--- src/rtl/repetition_stim_gen.sv ---
// repetition_stim_gen
//   Drives a single-bit trace that realises one of the three SVA repetition
//   forms: consecutive [*N], goto [->N] or non-consecutive [=N]. One command
//   is accepted at a time. A registered done pulse closes each trace, and err
//   marks a reserved mode or an aborted trace.
//
// Handshake: a command (mode_i, count_i, gap_i) is taken at a posedge where
//   req_i && ready_o. ready_o is high exactly while the FSM sits in IDLE.
//   Inputs are captured on accept, so later changes do not affect the trace.
//
// Ports
//   clk_i     clock, all state updates on posedge
//   rst_ni    asynchronous active-low reset
//   req_i     command valid
//   ready_o   command accepted when req_i && ready_o at posedge
//   mode_i    0 consecutive, 1 goto, 2 non-consecutive, 3 reserved
//   count_i   number of hits N
//   gap_i     low cycles between hits (modes 1/2), trailing low cycles (mode 2)
//   abort_i   synchronous cancel of the running trace
//   a_o       generated trace (registered)
//   busy_o    high from the cycle after accept until done, exclusive
//   done_o    one-cycle end-of-trace pulse (registered)
//   err_o     one-cycle pulse coincident with done_o on reserved mode / abort
//   state_o   current FSM state, for debug and checkers
module repetition_stim_gen #(
  parameter int CNT_W = 4,
  parameter int GAP_W = 4
) (
  input  logic             clk_i,
  input  logic             rst_ni,
  input  logic             req_i,
  output logic             ready_o,
  input  logic [1:0]       mode_i,
  input  logic [CNT_W-1:0] count_i,
  input  logic [GAP_W-1:0] gap_i,
  input  logic             abort_i,
  output logic             a_o,
  output logic             busy_o,
  output logic             done_o,
  output logic             err_o,
  output logic [2:0]       state_o
);

  typedef enum logic [2:0] {
    S_IDLE = 3'd0,
    S_HIGH = 3'd1,
    S_GAP  = 3'd2,
    S_TAIL = 3'd3,
    S_FIN  = 3'd4
  } state_e;

  localparam logic [CNT_W-1:0] CNT_ONE = {{(CNT_W-1){1'b0}}, 1'b1};
  localparam logic [GAP_W-1:0] GAP_ONE = {{(GAP_W-1){1'b0}}, 1'b1};

  state_e           state_q, state_d;
  logic [1:0]       mode_q, mode_d;
  logic [CNT_W-1:0] cnt_q, cnt_d;
  logic [GAP_W-1:0] gap_q, gap_d;
  logic [CNT_W-1:0] hit_q, hit_d;
  logic [GAP_W-1:0] gcnt_q, gcnt_d;
  logic             a_q, busy_q, done_q, err_q;
  logic             err_d;

  always_comb begin
    state_d = state_q;
    mode_d  = mode_q;
    cnt_d   = cnt_q;
    gap_d   = gap_q;
    hit_d   = hit_q;
    gcnt_d  = gcnt_q;
    err_d   = 1'b0;

    unique case (state_q)
      S_IDLE: begin
        if (req_i) begin
          mode_d = mode_i;
          cnt_d  = count_i;
          gap_d  = gap_i;
          hit_d  = '0;
          gcnt_d = '0;
          if (count_i == '0 || mode_i == 2'd3) begin
            state_d = S_FIN;
            err_d   = (mode_i == 2'd3);
          end else begin
            state_d = S_HIGH;
          end
        end
      end

      S_HIGH: begin
        if (abort_i) begin
          state_d = S_FIN;
          err_d   = 1'b1;
        end else begin
          hit_d  = hit_q + CNT_ONE;
          gcnt_d = '0;
          // Counters stop on equality with the captured value, so they never wrap.
          if (hit_d == cnt_q) begin
            state_d = (mode_q == 2'd2 && gap_q != '0) ? S_TAIL : S_FIN;
          end else if (mode_q == 2'd0 || gap_q == '0) begin
            state_d = S_HIGH;
          end else begin
            state_d = S_GAP;
          end
        end
      end

      S_GAP: begin
        if (abort_i) begin
          state_d = S_FIN;
          err_d   = 1'b1;
        end else begin
          gcnt_d = gcnt_q + GAP_ONE;
          if (gcnt_d == gap_q) begin
            gcnt_d  = '0;
            state_d = S_HIGH;
          end
        end
      end

      S_TAIL: begin
        if (abort_i) begin
          state_d = S_FIN;
          err_d   = 1'b1;
        end else begin
          gcnt_d = gcnt_q + GAP_ONE;
          if (gcnt_d == gap_q) begin
            state_d = S_FIN;
          end
        end
      end

      S_FIN: begin
        state_d = S_IDLE;
      end

      default: begin
        state_d = S_IDLE;
      end
    endcase
  end

  always_ff @(posedge clk_i or negedge rst_ni) begin
    if (!rst_ni) begin
      state_q <= S_IDLE;
      mode_q  <= '0;
      cnt_q   <= '0;
      gap_q   <= '0;
      hit_q   <= '0;
      gcnt_q  <= '0;
      a_q     <= 1'b0;
      busy_q  <= 1'b0;
      done_q  <= 1'b0;
      err_q   <= 1'b0;
    end else begin
      state_q <= state_d;
      mode_q  <= mode_d;
      cnt_q   <= cnt_d;
      gap_q   <= gap_d;
      hit_q   <= hit_d;
      gcnt_q  <= gcnt_d;
      // Outputs are flops decoded from the next state so they are glitch-free.
      a_q     <= (state_d == S_HIGH);
      busy_q  <= (state_d == S_HIGH) || (state_d == S_GAP) || (state_d == S_TAIL);
      done_q  <= (state_d == S_FIN);
      err_q   <= err_d;
    end
  end

  assign ready_o = (state_q == S_IDLE);
  assign a_o     = a_q;
  assign busy_o  = busy_q;
  assign done_o  = done_q;
  assign err_o   = err_q;
  assign state_o = state_q;

endmodule

--- config.mk ---
export PLATFORM = sky130hd
export DESIGN_NAME = repetition_stim_gen
export DESIGN_NICKNAME = d
export VERILOG_FILES = /design/src/rtl/repetition_stim_gen.sv
export SDC_FILE = /design/constraint.sdc
export NUM_CORES = 1
export LEC_CHECK = 0
export CORE_MARGIN = 2
export CORE_UTILIZATION = 52
export DETAILED_ROUTE_END_ITERATION = 16
export GPL_TIMING_DRIVEN = 0
export PLACE_DENSITY = 0.76
export SLEW_MARGIN = 20
export SYNTH_ARGS = -nofsm -noshare
export SYNTH_HDL_FRONTEND = slang
export SYNTH_SLANG_ARGS = --single-unit
--- constraint.sdc ---
create_clock -name clk_i -period 2.6 [get_ports clk_i]
set_input_delay 0.26 -clock clk_i [delete_from_list [all_inputs] [get_ports clk_i]]
set_output_delay 0.26 -clock clk_i [all_outputs]
set_load 0.05 [all_outputs]
Word-level counts from Yosys, hierarchy flattened
Index checks and enable logic that the tools add are counted.

word-level totals
  flip-flop bits (word level) = 25
  bits in latches = 0
  bits in writable memories = 0
  memory bits (read-only) = 0
  input port bits = 14
  output and inout port bits = 8
  word-level logic and storage cells = 66
  memories kept = 0

operators by class
  add/subtract/negate cells = 2
  multiply operators = 0
  div/mod/pow operators = 0
  order comparisons = 0
  equal/unequal tests = 15
  shift operators = 0
  mux-type cells = 23
  bitwise operators = 0
  reductions and logical operators = 16

operators with widths
  cell                                           number
  two-way mux 3 bit                              9
  two-way mux 4 bit                              6
  case mux 4 bit (4 select lines)                1
  == test 3 x 2 -> 1 bit, second input constant  4
  case mux 3 bit (4 select lines)                1
  adder 4 x 1 -> 4 bit, second input constant    2
  == test 4 bit                                  2
  zero test 4 bit                                2
  != test 2 bit, second input constant           4
  case mux 4 bit (2 select lines)                1
  nonzero test 4 bit                             2
  == test 3 x 1 -> 1 bit, second input constant  2
  AND reduction 5 bit                            1
  == test 2 bit, second input constant           2
  logical OR 1 bit                               4
  == test 3 bit, second input constant           1
  zero test 3 bit                                1
  two-way mux 1 bit                              3
  AND reduction 3 bit                            1
  OR reduction 3 bit                             1
  zero test 2 bit                                1
  two-way mux 2 bit                              1
  case mux 1 bit (2 select lines)                1
  AND reduction 2 bit                            1
  2 further kinds                                2

Logic depth before layout (Yosys ltp)
Gate-level depths: netlist (run 1).

  word-level depth = 9
  depth in mapped cells = 6
  depth with buffers taken out = 6

Least setup slack after synthesis (run 1)
No wires, ideal clock.

  path type = flip-flop to output port
  from = reg state_q[1] (netlist: state_o[1])
  to = out ready_o
  arrival time = 1893 ps
  required time = 2340 ps
  slack = 447 ps
  cell stages (with the launch flop) = 3
  path buffers = 1
  cells stage by stage = dfrtp_1 buf_2 nor3_1

on the way
  cells in the longest elaborated chain, start to end = 1

ends and longest elaborated chain
  element                 line  text
  start, declared         55    state_e state_q, state_d;
  start signal, assigned  156   state_q <= state_d;
  zero test 3 bit         170   assign ready_o = (state_q == S_IDLE);
  end, declared           32    output logic ready_o,

Every way passes these cells.

Worst setup path after layout (run 1)
  from = reg state_q[2] (netlist: state_o[2])
  to = out ready_o

The elaborated chain is that of the path after synthesis.

==> results.json, run 1 <==
{
  "synth_edf_count": 0,
  "met3_length_um": 82,
  "die_h_um": 54.6,
  "hpwl_um": 2080,
  "via_per_inst": 5.47,
  "cts.clk_slew.worst_paths_ns": 0.13,
  "reg2reg_from": "gcnt_q[0]$_DFFE_PN0P_",
  "hold_viol": 0,
  "final_nets": 187,
  "period_share_pct": 83.4,
  "grt_pass1_wl_um": 4570,
  "required_ns": 2.34,
  "synth_top_cells_by_area": "dfrtp_1 (47%), nand2_1 (11%), o21ai_0 (5.3%)",
  "maxSlewHeadroom_pct": 63.0,
  "synth_top_area_share_pct": 47.0,
  "rsz0062_at_grt": "false",
  "arrival_ns": 1.91,
  "synth_flop_cell": "dfrtp_1",
  "fp.dieW_um": 54.6,
  "holdCritPathClass": "primary input to async pin",
  "ys_warn_count": 0,
  "ys_seq_elements": 25,
  "drt-wirelength-per-cell_um": 13.2,
  "highest_layer": "met4",
  "ys_types": 38,
  "route.met2.wl_um": 1350,
  "cp-endpoint": "ready_o",
  "status": "completed",
  "syn_area_mm2": 0.00133,
  "drc": 0,
  "placed_cells": 195,
  "drt_iter0_drc": 28,
  "layout_common_cells": "nand2_1 (39), dfrtp_1 (25), clkdlybuf4s50_1 (20)",
  "antenna_found_initial": 0,
  "globalRouteTotalUtil_pct": 21.3,
  "start_util_pct": 54.2,
  "port_buffers": 21,
  "path_class": "register to output port",
  "worst_hold_slack_ns": 0.442,
  "h-tree-depth": 1,
  "worstMarginPinSlew_ns": 0.547,
  "async_reset_ff_share_pct": 100,
  "startpoint": "state_o[2]$_DFF_PN0_",
  "coreArea_mm2": 0.00245,
  "grt_overflow": 0,
  "max_clock_freq_mhz": 461,
  "syn-num-nets": 160,
  "firstDrtPassIters": 4,
  "finalSetupTns_ns": 0,
  "crit_fanout": 9,
  "clock_sinks": 25,
  "postRouteAntennaNets": 0,
  "post-cts-setup-buffers": 0,
  "synth_area_leader_cell": "dfrtp_1",
  "fin_worst_skew_ns": 0.00614,
  "avgSynthCellArea_um2": 9.24,
  "period_needed_ns": 2.17,
  "gp_congestion": 0.823,
  "antenna-diode-count": 0,
  "syn_inst": 144,
  "syn_to_final_growth_pct": 21.0,
  "powerDensity_mw_per_mm2": 1150,
  "tritoncts": "built",
  "ff2ff_setup_slack_ns": 0.49,
  "cp-start-kind": "register",
  "drv_cap": 0,
  "wl_met1_um": 1170,
  "setup_violations": 0,
  "final_common_cell": "nand2_1",
  "rr_endpoint": "gcnt_q[3]$_DFFE_PN0P_",
  "die-area_mm2": 0.00298,
  "leakage_nw": 0.740,
  "seq_area_frac_synth_pct": 47.0,
  "cts_buffers": 3,
  "via_count": 1093,
  "cts-root-buf": "clkbuf_4",
  "cts_buffer_depth": 2,
  "peakVddDrop_mv": 0.854,
  "grt_pass1_vias": 1102,
  "rows": 18,
  "detail_route.wirelength_um": 2640,
  "clock_latency_ns": 0.31,
  "drive_above_1_share_pct": 8.24,
  "endpoint_kind": "output port",
  "finalMaxSlewViolations": 0,
  "instances_no_fill": 200,
  "r2r_cells": 6,
  "io_pins": 22,
  "grt_max_degree": 26
}
## worst min-delay path by stage
stage / from / endpoint / slack [ns] / cells past startpoint
after floorplan: rst_ni / a_o$_DFF_PN0_ / -0.04 / 0
after global placement: cnt_q[2]$_DFFE_PN0P_ / cnt_q[2]$_DFFE_PN0P_ / 0.47 / 2
after detailed placement: cnt_q[2]$_DFFE_PN0P_ / cnt_q[2]$_DFFE_PN0P_ / 0.48 / 2
after CTS: gap_i[2] / gap_q[2]$_DFFE_PN0P_ / 0.45 / 3
after global routing: gap_i[2] / gap_q[2]$_DFFE_PN0P_ / 0.46 / 3
final: rst_ni / busy_o$_DFF_PN0_ / 0.44 / 2
## stage by stage
| step | power [mW] | instance area (µm²) | utilization [%] | setup slack (ns) |
|---|---|---|---|---|
| after floorplan | 1.41 | 1330 | - | 0.447 |
| after global placement | 1.66 | 1580 | 64.3 | 0.550 |
| after detailed placement | 1.69 | 1580 | 64.3 | 0.517 |
| after CTS | 1.86 | 1610 | 65.4 | 0.417 |
| after global routing | 2.01 | 1610 | 65.6 | 0.247 |
| final | 1.85 | 1610 | 65.6 | 0.430 |
## worst max-delay path, stage by stage, from the launching register on
cell,delay (ns)
dfrtp_1,0.40
clkbuf_1,0.21
nor3_1,0.17
clkdlybuf4s50_1,0.82
## kinds of logic (layout without fill, tap and decap cells)
group | count (synthesis) | after routing | synth area share, %
simple gates | 69 | 69 | 25.0
compound gates | 29 | 29 | 14.3
flops | 25 | 25 | 47.0
xor+xnor | 10 | 10 | 8.65
buf+inv | 8 | 34 | 2.44
fa+ha+maj | 2 | 2 | 1.88
mux | 1 | 1 | 0.752
## final cells by class
cell class / instances / area (µm²)
buffer: 5 / 21.3
clock buffer: 4 / 26.3
fill: 203 / 845
inverter: 3 / 11.3
multi-input combinational: 111 / 673
sequential: 25 / 626
tap: 30 / 37.5
timing repair buffer: 22 / 215
## sequential cells by signal (all words and copies together), names as in the netlist
register / count
cnt_q: 4
err_o: 1
a_o: 1
gap_q: 4
state_o: 3
gcnt_q: 4
mode_q: 2
busy_o: 1
hit_q: 4
done_o: 1
## layer usage
metal | track usage [%] | vias up
met5 | 0 | -
met4 | 8.33 | 0
met3 | 3.01 | 4
met2 | 37.3 | 26
met1 | 26.1 | 508
li1 | - | 555
## timing repair
action                    CTS  global route
resized for setup           0             0
hold endpoints to repair    0            25
hold buffers                0             1
## cells in the mapped netlist (3+ instances only)
| cell type | count |
|---|---|
| o21ai_0 | 14 |
| nand2_1 | 39 |
| nor2_1 | 7 |
| xnor2_1 | 4 |
| clkbuf_1 | 3 |
| a21oi_1 | 4 |
| nand3_1 | 5 |
| dfrtp_1 | 25 |
| inv_1 | 3 |
| xor2_1 | 4 |
## power breakdown
group | switching [mW] | internal [mW]
sequential | 0.108 | 0.533
clock | 0.111 | 0.0598
combinational | 0.639 | 0.400
total | 0.858 | 0.993
Power figures use the tool's default switching activity.
==> run 2: changes to the inputs <==
Settings changed: CORE_UTILIZATION 52 to 47, PLACE_DENSITY 0.76 to 0.73.
Clock period 2.6 ns to 1.79 ns, I/O delays scaled along.
==> run 2 against run 1 <==
  * Core utilization is 0.22 points higher
  * Die area is 9.8% higher
  * Sequential share of layout area is 3.8 points lower
  * Largest cell class unchanged
  * Highest routed layer unchanged
==> results.json, run 2 (synthesis gave the netlist of run 1 again) <==
{
  "grt_pass1_vias": 1140,
  "hold_viol": 0,
  "h-tree-depth": 1,
  "powerDensity_mw_per_mm2": 1730,
  "reg2reg_from": "gap_q[1]$_DFFE_PN0P_",
  "cts-root-buf": "clkbuf_4",
  "path_class": "register to register",
  "via_count": 1178,
  "status": "completed",
  "endpoint_kind": "register",
  "layout_common_cells": "nand2_1 (39), dfrtp_1 (21), clkdlybuf4s50_1 (19)",
  "cp-start-kind": "register",
  "drive_above_1_share_pct": 25.8,
  "cts_buffer_depth": 2,
  "crit_path_top_delay_cell": "or4_4",
  "rsz0062_at_grt": "true",
  "globalRouteTotalUtil_pct": 19.2,
  "detail_route.wirelength_um": 2940,
  "drv_cap": 0,
  "maxSlewHeadroom_pct": 63.8,
  "slowest_delay_ns": 0.57,
  "max_clock_freq_mhz": 559,
  "critical_path_buf_inv_count": 0,
  "finalMaxSlewViolations": 0,
  "worstMarginPinSlew_ns": 0.543,
  "postRouteAntennaNets": 0,
  "antenna_found_initial": 0,
  "firstDrtPassIters": 7,
  "port_buffers": 21,
  "io_pins": 22,
  "hpwl_um": 2110,
  "start_util_pct": 48.7,
  "final_nets": 195,
  "instances_no_fill": 209,
  "syn_to_final_growth_pct": 35.2,
  "required_ns": 2.01,
  "path_delay_family": "simple AND/OR/NAND/NOR gates",
  "drt-wirelength-per-cell_um": 14.1,
  "startpoint": "gap_q[1]$_DFFE_PN0P_",
  "cp_cell_sequence": "or4_4, a311oi_4, o32ai_2, nand3b_1",
  "die_h_um": 57.2,
  "rows": 19,
  "final_common_cell": "nand2_1",
  "antenna-diode-count": 0,
  "holdCritPathClass": "primary input to async pin",
  "clock_latency_ns": 0.33,
  "coreArea_mm2": 0.00273,
  "die-area_mm2": 0.00327,
  "cts_buffers": 3,
  "fp.dieW_um": 57.2,
  "grt_overflow": 0,
  "clock_sinks": 25,
  "grt_max_degree": 26,
  "period_share_pct": 100,
  "drc": 0,
  "via_per_inst": 5.64,
  "crit_fanout": 3,
  "arrival_ns": 2.01,
  "setup_violations": 0,
  "grt_pass1_wl_um": 4930,
  "tritoncts": "built",
  "worst_hold_slack_ns": 0.348,
  "fin_worst_skew_ns": 0.00236,
  "placed_cells": 196,
  "drt_iter0_drc": 20,
  "leakage_nw": 0.812,
  "peakVddDrop_mv": 1.43,
  "gp_congestion": 0.799,
  "period_needed_ns": 1.79,
  "cts.clk_slew.worst_paths_ns": 0.14
}
==> run 2: report_power, final <==
part	leakage [nW]	internal, mW	switching [mW]
combinational	0.478	0.793	1.12
clock	0.0139	0.0856	0.178
sequential	0.320	0.780	0.150
==> run 2: path summary, 6_finish.rpt <==
path	endpoint	slack [ns]	cells past startpoint
max	busy_o$_DFF_PN0_	0.00008	4
min	done_o$_DFF_PN0_	0.35	2
max reg2reg	busy_o$_DFF_PN0_	0.00008	4
min reg2reg	cnt_q[2]$_DFFE_PN0P_	0.51	2
max in group asynchronous	gcnt_q[0]$_DFFE_PN0P_	1.06	2
min in group clk_i	gap_q[3]$_DFFE_PN0P_	0.36	3
==> run 2: through the flow <==
| stage | setup slack (ns) | power, mW | utilization, % | cell area, µm² | setup TNS (ns) |
|---|---|---|---|---|---|
| after floorplan | -0.0263 | 2.08 | - | 1360 | -0.0319 |
| after global placement | -0.171 | 2.46 | 58.9 | 1610 | -1.11 |
| after detailed placement | -0.180 | 2.51 | 58.9 | 1610 | -1.90 |
| after CTS | -0.00603 | 2.95 | 62.7 | 1710 | -0.00603 |
| after global routing | -0.0613 | 3.32 | 65.8 | 1800 | -0.237 |
| final | 0.0000826 | 3.10 | 65.8 | 1800 | 0 |
==> run 2: area by class of cell <==
type,instances,area (µm²)
fill,224,935
multi-input combinational,111,782
sequential,25,631
buffer,5,30.0
timing repair buffer,30,277
inverter,3,11.3
clock buffer,3,22.5
tap,31,38.8
clock inverter,1,7.51
==> run 2: what timing repair did <==
action / 4_1_cts / 5_1_grt
setup buffers: 4 / 4
pin swaps: 9 / 8
resized for setup: 12 / 21
endpoints found under the setup margin: 19 / 10
hold buffers: 0 / 1
hold endpoints to repair: 0 / 25
==> run 2: routing by layer <==
metal,routed length [µm],up-vias,track usage (%),share of wire [%]
li1,-,567,-,-
met2,1520,39,34.0,52
met4,70,0,7.64,2.4
met3,125,7,2.95,4.3
met5,0,-,0,0
met1,1220,565,23.4,41
==> run 2: worst reg2reg max path, delay by kind of cell, from the launching register on <==
family          cells  cell delay [ns]
compound gates      2             0.50
flops               1             0.45
simple gates        2             0.74
